`src/rtl/bmc_encoder.sv`:
```
// USB-PD biphase-mark (BMC) line encoder for the CC wire.
// Takes a ready/valid bit stream from the PHY TX path and drives the line
// level and driver enable. After the frame it appends the end-of-frame
// trailer and a hold-low period, then releases the line.
module bmc_encoder #(
  parameter int SYSTEM_KHZ  = 200000,
  parameter int BIT_KHZ     = 300,
  parameter int HOLD_LOW_NS = 1000
) (
  input  logic i_clock,
  input  logic i_nrst,
  input  logic i_enable,
  input  logic i_tx_valid,
  input  logic i_tx_data,
  input  logic i_tx_last,
  output logic o_tx_ready,
  output logic o_bmc_out,
  output logic o_bmc_oe,
  output logic o_busy,
  output logic o_underrun
);

  localparam int HALF = SYSTEM_KHZ / (2 * BIT_KHZ);
  localparam int UI   = 2 * HALF;
  localparam int HOLD = (SYSTEM_KHZ * HOLD_LOW_NS) / 1000000;
  localparam int CW   = $clog2(UI);
  localparam int HW   = $clog2(HOLD + 1);

  // Counter compare points. Outputs are registered, so every action is
  // decided one count early to become visible at the nominal count.
  localparam logic [CW-1:0] CNT_HALF_M1 = CW'(HALF - 1);
  localparam logic [CW-1:0] CNT_LAST    = CW'(UI - 1);
  localparam logic [CW-1:0] CNT_ONE     = CW'(1);
  localparam logic [HW-1:0] HOLD_END    = HW'(HOLD - 1);
  localparam logic [HW-1:0] HOLD_ONE    = HW'(1);

  typedef enum logic [1:0] {
    S_IDLE     = 2'd0,
    S_SEND     = 2'd1,
    S_TAIL     = 2'd2,
    S_HOLD_LOW = 2'd3
  } state_t;

  state_t        r_state;
  logic [CW-1:0] r_cnt;
  logic [HW-1:0] r_hcnt;
  logic          r_bit;
  logic          r_last;
  logic          r_out;
  logic          r_oe;
  logic          r_underrun;
  logic          r_live;

  logic          w_ready;
  logic          w_accept;

  // Ready: IDLE follows enable; in SEND only on the final cycle of a bit
  // that is not the last one, so the next bit starts with no gap. r_live
  // keeps ready low while reset is asserted.
  always_comb begin
    w_ready = 1'b0;
    if (r_live && i_enable) begin
      case (r_state)
        S_IDLE:  w_ready = 1'b1;
        S_SEND:  w_ready = (r_cnt == CNT_LAST) && !r_last;
        default: w_ready = 1'b0;
      endcase
    end
  end

  assign w_accept = i_tx_valid & w_ready;

  // Frame sequencer: bit timing, BMC toggling, trailer and hold-low.
  always_ff @(posedge i_clock or negedge i_nrst) begin
    if (!i_nrst) begin
      r_state    <= S_IDLE;
      r_cnt      <= '0;
      r_hcnt     <= '0;
      r_bit      <= 1'b0;
      r_last     <= 1'b0;
      r_out      <= 1'b0;
      r_oe       <= 1'b0;
      r_underrun <= 1'b0;
      r_live     <= 1'b0;
    end else begin
      r_live     <= 1'b1;
      r_underrun <= 1'b0;
      if (!i_enable) begin
        // Abort: drop the line and the driver, forget the held bit.
        r_state <= S_IDLE;
        r_cnt   <= '0;
        r_hcnt  <= '0;
        r_bit   <= 1'b0;
        r_last  <= 1'b0;
        r_out   <= 1'b0;
        r_oe    <= 1'b0;
      end else begin
        case (r_state)
          S_IDLE: begin
            r_out <= 1'b0;
            r_oe  <= 1'b0;
            if (w_accept) begin
              r_state <= S_SEND;
              r_cnt   <= '0;
              r_bit   <= i_tx_data;
              r_last  <= i_tx_last;
              r_out   <= 1'b1;
              r_oe    <= 1'b1;
            end
          end
          S_SEND: begin
            if (r_cnt == CNT_LAST) begin
              r_cnt <= '0;
              if (w_accept) begin
                r_bit  <= i_tx_data;
                r_last <= i_tx_last;
                r_out  <= ~r_out;
              end else begin
                // Missing bit before tx_last is handled as the frame end.
                if (!r_last) r_underrun <= 1'b1;
                r_hcnt  <= '0;
                r_state <= r_out ? S_TAIL : S_HOLD_LOW;
              end
            end else begin
              r_cnt <= r_cnt + CNT_ONE;
              if ((r_cnt == CNT_HALF_M1) && r_bit) r_out <= ~r_out;
            end
          end
          S_TAIL: begin
            // Line ended high: keep it high for half a UI, then pull low.
            if (r_cnt == CNT_HALF_M1) begin
              r_cnt   <= '0;
              r_hcnt  <= '0;
              r_out   <= 1'b0;
              r_state <= S_HOLD_LOW;
            end else begin
              r_cnt <= r_cnt + CNT_ONE;
            end
          end
          S_HOLD_LOW: begin
            r_out <= 1'b0;
            if (r_hcnt == HOLD_END) begin
              r_hcnt  <= '0;
              r_oe    <= 1'b0;
              r_state <= S_IDLE;
            end else begin
              r_hcnt <= r_hcnt + HOLD_ONE;
            end
          end
          default: r_state <= S_IDLE;
        endcase
      end
    end
  end

  assign o_tx_ready = w_ready;
  assign o_bmc_out  = r_out;
  assign o_bmc_oe   = r_oe;
  assign o_busy     = (r_state != S_IDLE);
  assign o_underrun = r_underrun;

endmodule
```
`config.mk`:
```
export PLATFORM = sky130hd
export DESIGN_NAME = bmc_encoder
export DESIGN_NICKNAME = d
export VERILOG_FILES = /design/src/rtl/bmc_encoder.sv
export SDC_FILE = /design/constraint.sdc
export NUM_CORES = 1
export LEC_CHECK = 0
export CORE_ASPECT_RATIO = 1.5
export CORE_MARGIN = 5
export CORE_UTILIZATION = 53
export CTS_CLUSTER_SIZE = 16
export DETAILED_ROUTE_END_ITERATION = 16
export GPL_TIMING_DRIVEN = 0
export PLACE_DENSITY = 0.75
export SLEW_MARGIN = 20
export SYNTH_ARGS = -nofsm -noshare
export SYNTH_HDL_FRONTEND = slang
export SYNTH_SLANG_ARGS = --single-unit
```
`constraint.sdc`:
```
create_clock -name i_clock -period 2.16 [get_ports i_clock]
set_clock_uncertainty 0.2 [all_clocks]
set_input_delay 0.432 -clock i_clock [delete_from_list [all_inputs] [get_ports i_clock]]
set_output_delay 0.432 -clock i_clock [all_outputs]
set_load 0.1 [all_outputs]
```
==> metrics.md, run 1 <==
| Metric | Value |
|---|---|
| Library cells used by synthesis | `53` |
| Layout fillers | `212` |
| Remaining routing DRC violations | `0` |
| Global Route Usage Sum | `0.236` |
| Commonest non-fill, non-tap cell in the layout | `dfrtp_1` |
| Detailed Place HPWL | `3380 um` |
| Tightest Pin Transition | `0.971 ns` |
| Clk_lat worst skew | `0.28 ns` |
| Worst r2r src | `r_hcnt[5]` |
| Period utilization | `1.16` |
| Critical path arrival | `1.88 ns` |
| Post-Syn Area per Cell | `9.10 um^2` |
| Syn_nets | `208` |
| Starting Density | `0.550` |
| Max-slew violations | `0` |
| Number of nets in the layout | `243` |
| CTS tree | `done` |
| Final min period | `2.51 ns` |
| Footprint of the multi-input gates | `1310 um^2` |
| Register Area | `652 um^2` |
| Maxcap violations | `0` |
| Biggest regs | `r_cnt x10, r_hcnt x8, r_state x2` |
| P per Cell Area | `790 nW/um^2` |
| # diodes | `0` |
| Yosys warns | `0` |
| Die Height | `80.5 um` |
| Max IR drop VDD | `0.517 mV` |
| Worst Hold Path EP | `r_hcnt[7]` |
| Vias per cell | `6.64` |
| RR Endpoint | `r_state[0]` |
| Register with the most flip-flops | `r_cnt` |
| Final setup violation count | `23` |
| Reg2reg setup slack | `-0.23 ns` |
| Critical Path RT | `1.53 ns` |
| Non-filler cells, final | `267` |
| Final worst-path setup slack | `-0.352 ns` |
| Worst Min Path Start | `r_hcnt[7]` |
| F_max | `398 MHz` |
| WL final | `5440 um` |
| Dpl cells | `242` |
| Mapped Area | `1760 um^2` |
| Max H-tree Level | `1` |
| Yosys reg bits | `26` |
| Initial antenna violation count | `0` |
| Reg2reg path depth | `5` |
| Share of cells above drive strength 1 | `0.357` |
| Root Buffer | `clkbuf_8` |
| Hold Path Class | `reg -> reg` |
| Die Span X | `57.0 um` |
| Post-layout util | `0.761` |
| CP Launch Type | `register` |
| Max_slew headroom | `0.355` |
| Max reg flops | `10` |
| Iteration-0 DRC Markers | `84` |
| Vias in the first global route | `1808` |
| Gpl congestion | `0.885` |
| Number of flops mapped to enable cells by yosys | `0` |
| Largest net degree at the start of global routing | `27` |
| Cells after synthesis | `193` |
| Async SR Flop Fraction | `1.00` |
| Post-DP Area | `1940 um^2` |
| First-pass detailed-route iteration total | `4` |
| Status | `finished, violations left` |
| First-pass GRT wire length | `8410 um` |
| # IOs | `11` |
| Layout Area Growth over Synthesis | `38.3%` |
| Seq/Total Area, Yosys | `0.371` |
| Die area | `4590 um^2` |
| Core Region | `3190 um^2` |
| Standard-cell rows | `25` |
| Critical path capture point type | `primary output` |
| Clock Tree Buf Depth | `2` |
| Violated checks | `negative setup slack` |
| Commonest cells after routing, fill and taps aside | `dfrtp_1, nand2_1, buf_4` |
| Drt wl/cell | `20.4 um` |
| Final Hold Vio Count | `0` |
| Design area | `2430 um^2` |
| Final TNS setup | `-2.37 ns` |
| Synth Flop Type | `dfrtp_1` |
| CP Class | `reg -> out` |
| RSZ-0062 raised after global routing | `true` |
| Sink Count | `26` |
| CTS buffer count | `3` |
| I/O Buffers | `9` |
| Hold depth | `1` |
| Antenna viol nets, final | `0` |
| Grt total ovfl | `0` |
| Worst-path fanout max | `2` |
| Worst-path clk slew | `0.09 ns` |
| Via count | `1774` |
| Leak | `0.000928 uW` |
power breakdown:
group	switching, uW	internal, uW	total (uW)
Sequential	33.7	514	547
Clock	163	164	326
Combinational	683	362	1050
Total	880	1040	1920
metal layers:
metal	GRT usage	vias up	routed length [um]
met3	0.0305	38	220
met1	0.223	857	1770
li1	-	799	-
met5	0	-	0
met4	0.142	0	320
met2	0.466	80	3120
synthesized netlist by cell type (2+ instances only):
cell type / n / area share
a211oi_1: 5 / 0.021
a21oi_1: 8 / 0.023
and3_1: 5 / 0.018
clkbuf_1: 3 / 0.0064
dfrtp_1: 26 / 0.37
ha_1: 9 / 0.064
inv_1: 14 / 0.030
nand2_1: 21 / 0.045
nand2b_1: 6 / 0.021
nand3_1: 10 / 0.029
nand4_1: 3 / 0.011
nand4b_1: 2 / 0.010
nand4bb_1: 2 / 0.013
nor2_1: 8 / 0.017
nor3_1: 2 / 0.0057
o21ai_0: 13 / 0.037
o21ai_1: 5 / 0.014
o22ai_1: 4 / 0.014
o31ai_1: 8 / 0.034
o31ai_2: 4 / 0.029
o41ai_1: 3 / 0.015
critical path, stage by stage, from the launching register on:
cell and delay, ns:
dfrtp_1 0.40, inv_2 0.08, ha_4 0.14, nand4bb_1 0.10, or4_4 0.52, a21oi_4 0.17
buf_12 0.19
layout make-up:
class                   count  share of cell area
repair buffers             31               0.114
plain buffers               4             0.00979
clock buffers               4              0.0227
flip-flops and latches     26               0.268
well taps                  40              0.0206
multi-input cells         148               0.540
inverters                  14              0.0242
stage by stage:
stage	total power [uW]	hold slack [ns]	setup slack [ns]
after detailed placement	1270	0.274	-1.23
final	1920	0.352	-0.352
after global placement	1230	0.299	-1.15
after floorplan	1090	-0.0636	-0.404
after CTS	1750	0.331	-0.377
after global routing	2000	0.353	-0.403
repair_timing:
action | 4_1_cts | 5_1_grt
cloned | 1 | 0
buffers inserted | 15 | 5
setup endpoints to repair | 26 | 26
gates resized for setup | 52 | 32
endpoints found under the hold margin | 26 | 0
hold buffers | 1 | 0
pin swaps | 11 | 9
cell families (layout without fill, tap and decap cells):
| group | count (synthesis) | in the layout | share of synthesized area |
|---|---|---|---|
| flops | 26 | 26 | 0.371 |
| compound gates | 66 | 66 | 0.278 |
| mux | 1 | 1 | 0.00570 |
| buf+inv | 19 | 53 | 0.0456 |
| simple gates | 71 | 71 | 0.234 |
| fa+ha+maj | 9 | 9 | 0.0641 |
| other cells | 1 | 1 | 0.00214 |
worst max-delay path by stage:
stage / startpoint / to / slack [ns] / cells after the start
final: r_state[1] / o_tx_ready / -0.35 / 6
after global routing: r_state[1] / o_tx_ready / -0.40 / 6
after CTS: r_cnt[1] / o_tx_ready / -0.38 / 6
after detailed placement: r_state[1] / o_tx_ready / -1.23 / 6
after global placement: r_state[1] / o_tx_ready / -1.15 / 6
after floorplan: r_state[1] / o_tx_ready / -0.40 / 5
No activity file was read; power rests on OpenSTA's default activity.
==> inputs of run 2 (changes only) <==
--- a/config.mk
+++ b/config.mk
@@ -7,11 +7,11 @@
 export LEC_CHECK = 0
 export CORE_ASPECT_RATIO = 1.5
 export CORE_MARGIN = 5
-export CORE_UTILIZATION = 53
+export CORE_UTILIZATION = 59
 export CTS_CLUSTER_SIZE = 16
 export DETAILED_ROUTE_END_ITERATION = 16
 export GPL_TIMING_DRIVEN = 0
-export PLACE_DENSITY = 0.75
+export PLACE_DENSITY = 0.79
 export SLEW_MARGIN = 20
 export SYNTH_ARGS = -nofsm -noshare
 export SYNTH_HDL_FRONTEND = slang
==> constraint.sdc (replaced) <==
create_clock -name i_clock -period 2.81 [get_ports i_clock]
set_clock_uncertainty 0.2 [all_clocks]
set_input_delay 0.562 -clock i_clock [delete_from_list [all_inputs] [get_ports i_clock]]
set_output_delay 0.562 -clock i_clock [all_outputs]
set_load 0.1 [all_outputs]
==> metrics.md, run 2 (same netlist as run 1, synthesis figures left out) <==
| Metric | Value |
|---|---|
| Vias in the first global route | `1598` |
| Vias per cell | `6.36` |
| Remaining routing DRC violations | `0` |
| Max_slew headroom | `0.349` |
| Commonest non-fill, non-tap cell in the layout | `dfrtp_1` |
| Critical path arrival | `2.01 ns` |
| P per Cell Area | `629 nW/um^2` |
| Clock Tree Buf Depth | `2` |
| Max IR drop VDD | `0.583 mV` |
| Commonest cells after routing, fill and taps aside | `dfrtp_1, nand2_1, inv_1, o21ai_0, nand3_1` |
| Iteration-0 DRC Markers | `62` |
| Final min period | `2.77 ns` |
| Share of cells above drive strength 1 | `0.152` |
| Status | `finished, final reports clean` |
| Gate power share | `0.426` |
| Hold WS | `0.0832 ns` |
| Final setup violation count | `0` |
| Drt wl/cell | `17.0 um` |
| Core Region | `2880 um^2` |
| Biggest regs | `r_cnt x10, r_hcnt x8, r_state x2` |
| WL final | `4220 um` |
| WP buf/inv | `2` |
| First-pass detailed-route iteration total | `4` |
| Post-CTS Hold Buffers | `0` |
| Tightest Pin Transition | `0.973 ns` |
| Switching power | `528 uW` |
| Max H-tree Level | `1` |
| Clock power share | `0.246` |
| Starting Density | `0.609` |
| Max reg flops | `10` |
| Final Hold Vio Count | `0` |
| Seq pwr share | `0.328` |
| # IOs | `11` |
| Worst-path fanout max | `6` |
| Period utilization | `0.987` |
| F_max | `360 MHz` |
| RSZ-0062 raised after global routing | `true` |
| Die Span X | `54.5 um` |
| # diodes | `0` |
| Slowest-stage cell, CP | `or4_4` |
| Antenna viol nets, final | `0` |
| Root Buffer | `clkbuf_8` |
| Sink Count | `26` |
| Leak | `0.000820 uW` |
| Die area | `4190 um^2` |
| Number of nets in the layout | `226` |
| CTS tree | `done` |
| Grt total ovfl | `0` |
| CTS buffer count | `3` |
| Global Route Usage Sum | `0.230` |
| Clk_lat worst skew | `0.28 ns` |
| Register with the most flip-flops | `r_cnt` |
| Initial antenna violation count | `0` |
| Post-DP Area | `1900 um^2` |
| First-pass GRT wire length | `7360 um` |
| Critical path capture point type | `primary output` |
| Sw frac | `0.411` |
| Worst-path cell chain | `inv_4 -> ha_4 -> nand4bb_1 -> or4_4 -> a21oi_4 -> buf_12` |
| Layout Area Growth over Synthesis | `16.4%` |
| Int Pwr | `757 uW` |
| Layout fillers | `238` |
| I/O Buffers | `9` |
| CP peak stage delay | `0.54 ns` |
| Delay-heaviest family, CP | `simple AND/OR/NAND/NOR gates` |
| CP Class | `reg -> out` |
| Critical Path RT | `2.05 ns` |
| Die Height | `76.8 um` |
| Gpl congestion | `0.841` |
| Maxcap violations | `0` |
| Reg2reg setup slack | `0.21 ns` |
| Standard-cell rows | `24` |
| Largest net degree at the start of global routing | `27` |
| Max-slew violations | `0` |
| Detailed Place HPWL | `3050 um` |
| Via count | `1583` |
| Design area | `2040 um^2` |
| Worst-path clk slew | `0.09 ns` |
| CP Launch Type | `register` |
| Hold Path Class | `in -> async` |
-- run 2: changes by cell type in the layout (fill, tap and decap cells not counted), sizes merged --
cell           change
dlygate4sd3        -1
clkdlybuf4s15      -1
dlygate4sd2        -1
clkbuf             -2
clkdlybuf4s50      +3
clkinvlp           -1
inv                +1
buf               -16
bufinv             +1
-- run 2: power by group through the flow --
stage,clock (uW),combinational [uW],sequential [uW]
global route,339,593,425
detailed placement,0,503,423
floorplan,0,359,443
CTS,323,522,419
finish,316,547,422
global placement,0,492,421
-- run 2: per-stage QoR --
stage	util	power (uW)	instances	TNS [ns]	setup WS, ns
2_1_floorplan	-	802	193	0	0.0978
6_report	0.709	1280	249	0	0.0356
3_3_place_gp	0.661	912	241	-0.794	-0.696
4_1_cts	0.694	1260	245	-0.0875	-0.0875
5_1_grt	0.709	1360	249	-0.0390	-0.0390
3_5_place_dp	0.659	926	241	-0.898	-0.743
-- run 2: worst paths after layout --
kind / to / depth (start not counted) / from
worst min-delay path: r_hcnt[6] / 1 / i_nrst
min in group i_clock: r_hcnt[7] / 1 / r_hcnt[7]
worst max-delay path: o_tx_ready / 6 / r_state[1]
max in group asynchronous: r_state[1] / 1 / i_nrst
worst max register to register: r_state[0] / 9 / r_state[1]
worst min register to register: r_hcnt[7] / 1 / r_hcnt[7]
-- run 2: area by class of cell --
type	instances	area, um^2	area share
Multi-Input combinational cell	148	1070	0.523
Sequential cell	26	652	0.319
Timing Repair Buffer	13	120	0.0588
Inverter	14	55.1	0.0269
Tap cell	39	48.8	0.0239
Clock buffer	3	41.3	0.0202
Clock inverter	1	30.0	0.0147
Buffer	5	27.5	0.0135
-- run 2: metal layers --
metal,global-route usage,up-vias,wire (um)
li1,-,762,-
met1,0.280,767,1660
met2,0.381,41,2300
met3,0.0407,13,140
met4,0.0973,0,123
met5,0,-,0
-- run 2: worst register-to-register path: stages, from the launching register on --
cell and delay, ns:
dfrtp_2 0.46, inv_4 0.09, ha_4 0.16, nand4bb_1 0.13
or4_4 0.54, buf_4 0.16, a21oi_2 0.22, buf_2 0.26
nor2_1 0.08, a211oi_1 0.21
-- run 2: timing repair --
item | in CTS | in global routing
pin swaps | 0 | 2
buffers inserted | 0 | 4
endpoints found under the setup margin | 2 | 3
gates resized for setup | 15 | 7
==> RTL edit, RTL diff (flow settings as in run 1) <==
Encoding of `state_t`: now Gray code (2 bits for 4 states).
--- a/src/rtl/bmc_encoder.sv
+++ b/src/rtl/bmc_encoder.sv
@@ -37,6 +37,6 @@
   typedef enum logic [1:0] {
-    S_IDLE     = 2'd0,
-    S_SEND     = 2'd1,
-    S_TAIL     = 2'd2,
-    S_HOLD_LOW = 2'd3
+    S_IDLE     = 2'b00,
+    S_SEND     = 2'b01,
+    S_TAIL     = 2'b11,
+    S_HOLD_LOW = 2'b10
   } state_t;
Behaviour: no difference found for any inputs over 10 cycles, from zero or initial values and one cycle with i_nrst low; not proved beyond that.
==> RTL edit against run 1 <==
The flow still finishes with violations (negative setup slack). Sequential cell count did not move. Routed wire length fell by 24%. Count of clock-buffer cells in the layout did not move. Synthesized area fell by 5.1%. Worst setup slack improved by 230 ps. Cell area fell by 18%. Register-to-register slack improved by 300 ps. Highest routed layer unchanged.
Power is not compared: it rests on default switching activity, and its combinational part moved more than twofold at a synthesized area within 25%.
==> RTL edit: results (changes against run 1) <==
metric	value	unit	change
vias per cell	6.341		was 6.644
crit-path max FO	5		was 2
sequential fraction of the synthesis area	39.04	%	was 37.06%
Hold Crit Depth	2		was 1
initial antenna violation count	0		unchanged
drt first pass iters	5		was 4
Synth top cells by count	26 x dfrtp_1, 19 x nand2_1, 15 x inv_1		was 26 x dfrtp_1, 21 x nand2_1, 14 x inv_1
max incr delay on CP	410	ps	was 520 ps
Reg2Reg Depth	6		was 5
Post-Syn Nets	200		was 208
Finish-stage setup viols	1		was 23
cell leakage power	0.8008	nW	
global-route wire length before repair	6948	um	was 8411 um
worst hold endpoint	o_bmc_oe$_DFFE_PN0P_		was r_hcnt[7]$_DFFE_PN0P_
worst relative slew slack	36.56	%	was 35.53%
IO Port Bufs	10		was 9
vias in the first global route	1563		was 1808
worst hold path startpoint	o_bmc_oe$_DFFE_PN0P_		was r_hcnt[7]$_DFFE_PN0P_
final worst path period need	2286	ps	was 2512 ps
post-synthesis compound-gate area fraction	21.55	%	was 27.80%
XOR/XNOR share of the synthesized area	0.5255	%	was 0%
PnR worst setup slack	-126.3	ps	was -352.1 ps
minimum hold slack	359.4	ps	was 351.6 ps
GR Util All Layers	19.38	%	was 23.65%
post-DP HPWL	2896	um	was 3383 um
adder-cell share of the synthesized area	3.003	%	was 6.415%
r2r endpoint	o_bmc_out$_DFFE_PN0P_		was r_state[0]$_DFFE_PN0P_
nets@finish	217		was 243
GPL Wtd Cong	0.9063		was 0.8854
violated checks	negative setup slack		unchanged
layout cells sized above 1	16.99	%	was 35.68%
Starting DRT DRC Count	68		was 84
top cells by area, synth	dfrtp_1 39%, nand2_1 4.3%, o21ai_0 4.2%		was dfrtp_1 37%, ha_1 6.4%, nand2_1 4.5%
Routed WL per cell	16.82	um	was 20.36 um
flop2flop setup slack	70	ps	was -230 ps
crit path launch	r_cnt[1]$_DFFE_PN0P_		was r_state[1]$_DFFE_PN0P_
mux contribution to synthesized area	3.003	%	was 0.5702%
Critical Path AT	1650	ps	was 1880 ps
status	complete, but fails checks		unchanged
CP max stage cell	dfrtp_1		was or4_4
RTL edit: metrics by stage:
| stage | TNS, ps | setup WS [ps] | cells | area (um2) |
|---|---|---|---|---|
| final | -126.3 | -126.3 | 246 | 1981 |
| after global routing | -270.2 | -188.2 | 246 | 1981 |
| after CTS | -248.3 | -195.4 | 245 | 1899 |
| after detailed placement | -3137 | -1216 | 240 | 1828 |
| after global placement | -2752 | -1191 | 240 | 1833 |
| after floorplan | -17.56 | -17.56 | 190 | 1683 |
RTL edit: cell type report:
cell class | count | area, um2
plain buffers | 5 | 33.78
clock buffers | 4 | 55.05
fillers | 264 | 1116
inverters | 16 | 63.81
multi-input cells | 142 | 1005
flip-flops and latches | 26 | 654.4
well taps | 40 | 50.05
repair buffers | 13 | 118.9
RTL edit: power groups by stage:
stage	Combinational, mW	Sequential, mW	Clock (mW)
after floorplan	0.188	0.573	0
after global placement	0.282	0.553	0
after detailed placement	0.289	0.557	0
after CTS	0.293	0.547	0.322
after global routing	0.332	0.555	0.343
final	0.306	0.551	0.313
RTL edit: cells by family (layout without fill, tap and decap cells):
family | count (synthesis) | in the layout
simple gates | 77 | 77
compound gates | 54 | 54
flops | 26 | 26
buf+inv | 22 | 38
mux | 5 | 5
fa+ha+maj | 4 | 4
other cells | 1 | 1
xor+xnor | 1 | 1
RTL edit: per-layer routing:
| layer | track usage, % | vias to the layer above | share of wire [%] |
|---|---|---|---|
| li1 | - | 739 | - |
| met1 | 21.45 | 787 | 40 |
| met2 | 37.20 | 30 | 56 |
| met3 | 2.138 | 4 | 2.8 |
| met4 | 7.056 | 0 | 1.5 |
| met5 | 0 | - | 0 |
RTL edit: worst max-delay path by stage:
stage / endpoint / slack [ps]
floorplan: o_tx_ready / -20
global placement: o_tx_ready / -1190
detailed placement: o_tx_ready / -1220
CTS: o_tx_ready / -200
global route: o_tx_ready / -190
finish: o_tx_ready / -130
RTL edit: worst reg2reg max path, delay by kind of cell, from the launching register on:
kind	cells	cell delay [ps]
DFF	1	370
buffers and inverters	2	350
muxes	2	440
and+or+nand+nor	2	660
RTL edit: timing repair:
item                       4_1_cts  5_1_grt
hold endpoints to repair        26        0
pin swaps                        0        3
setup endpoints to repair        6       16
resized for setup               22       17
hold buffers                     1        0
buffers inserted                 0        2
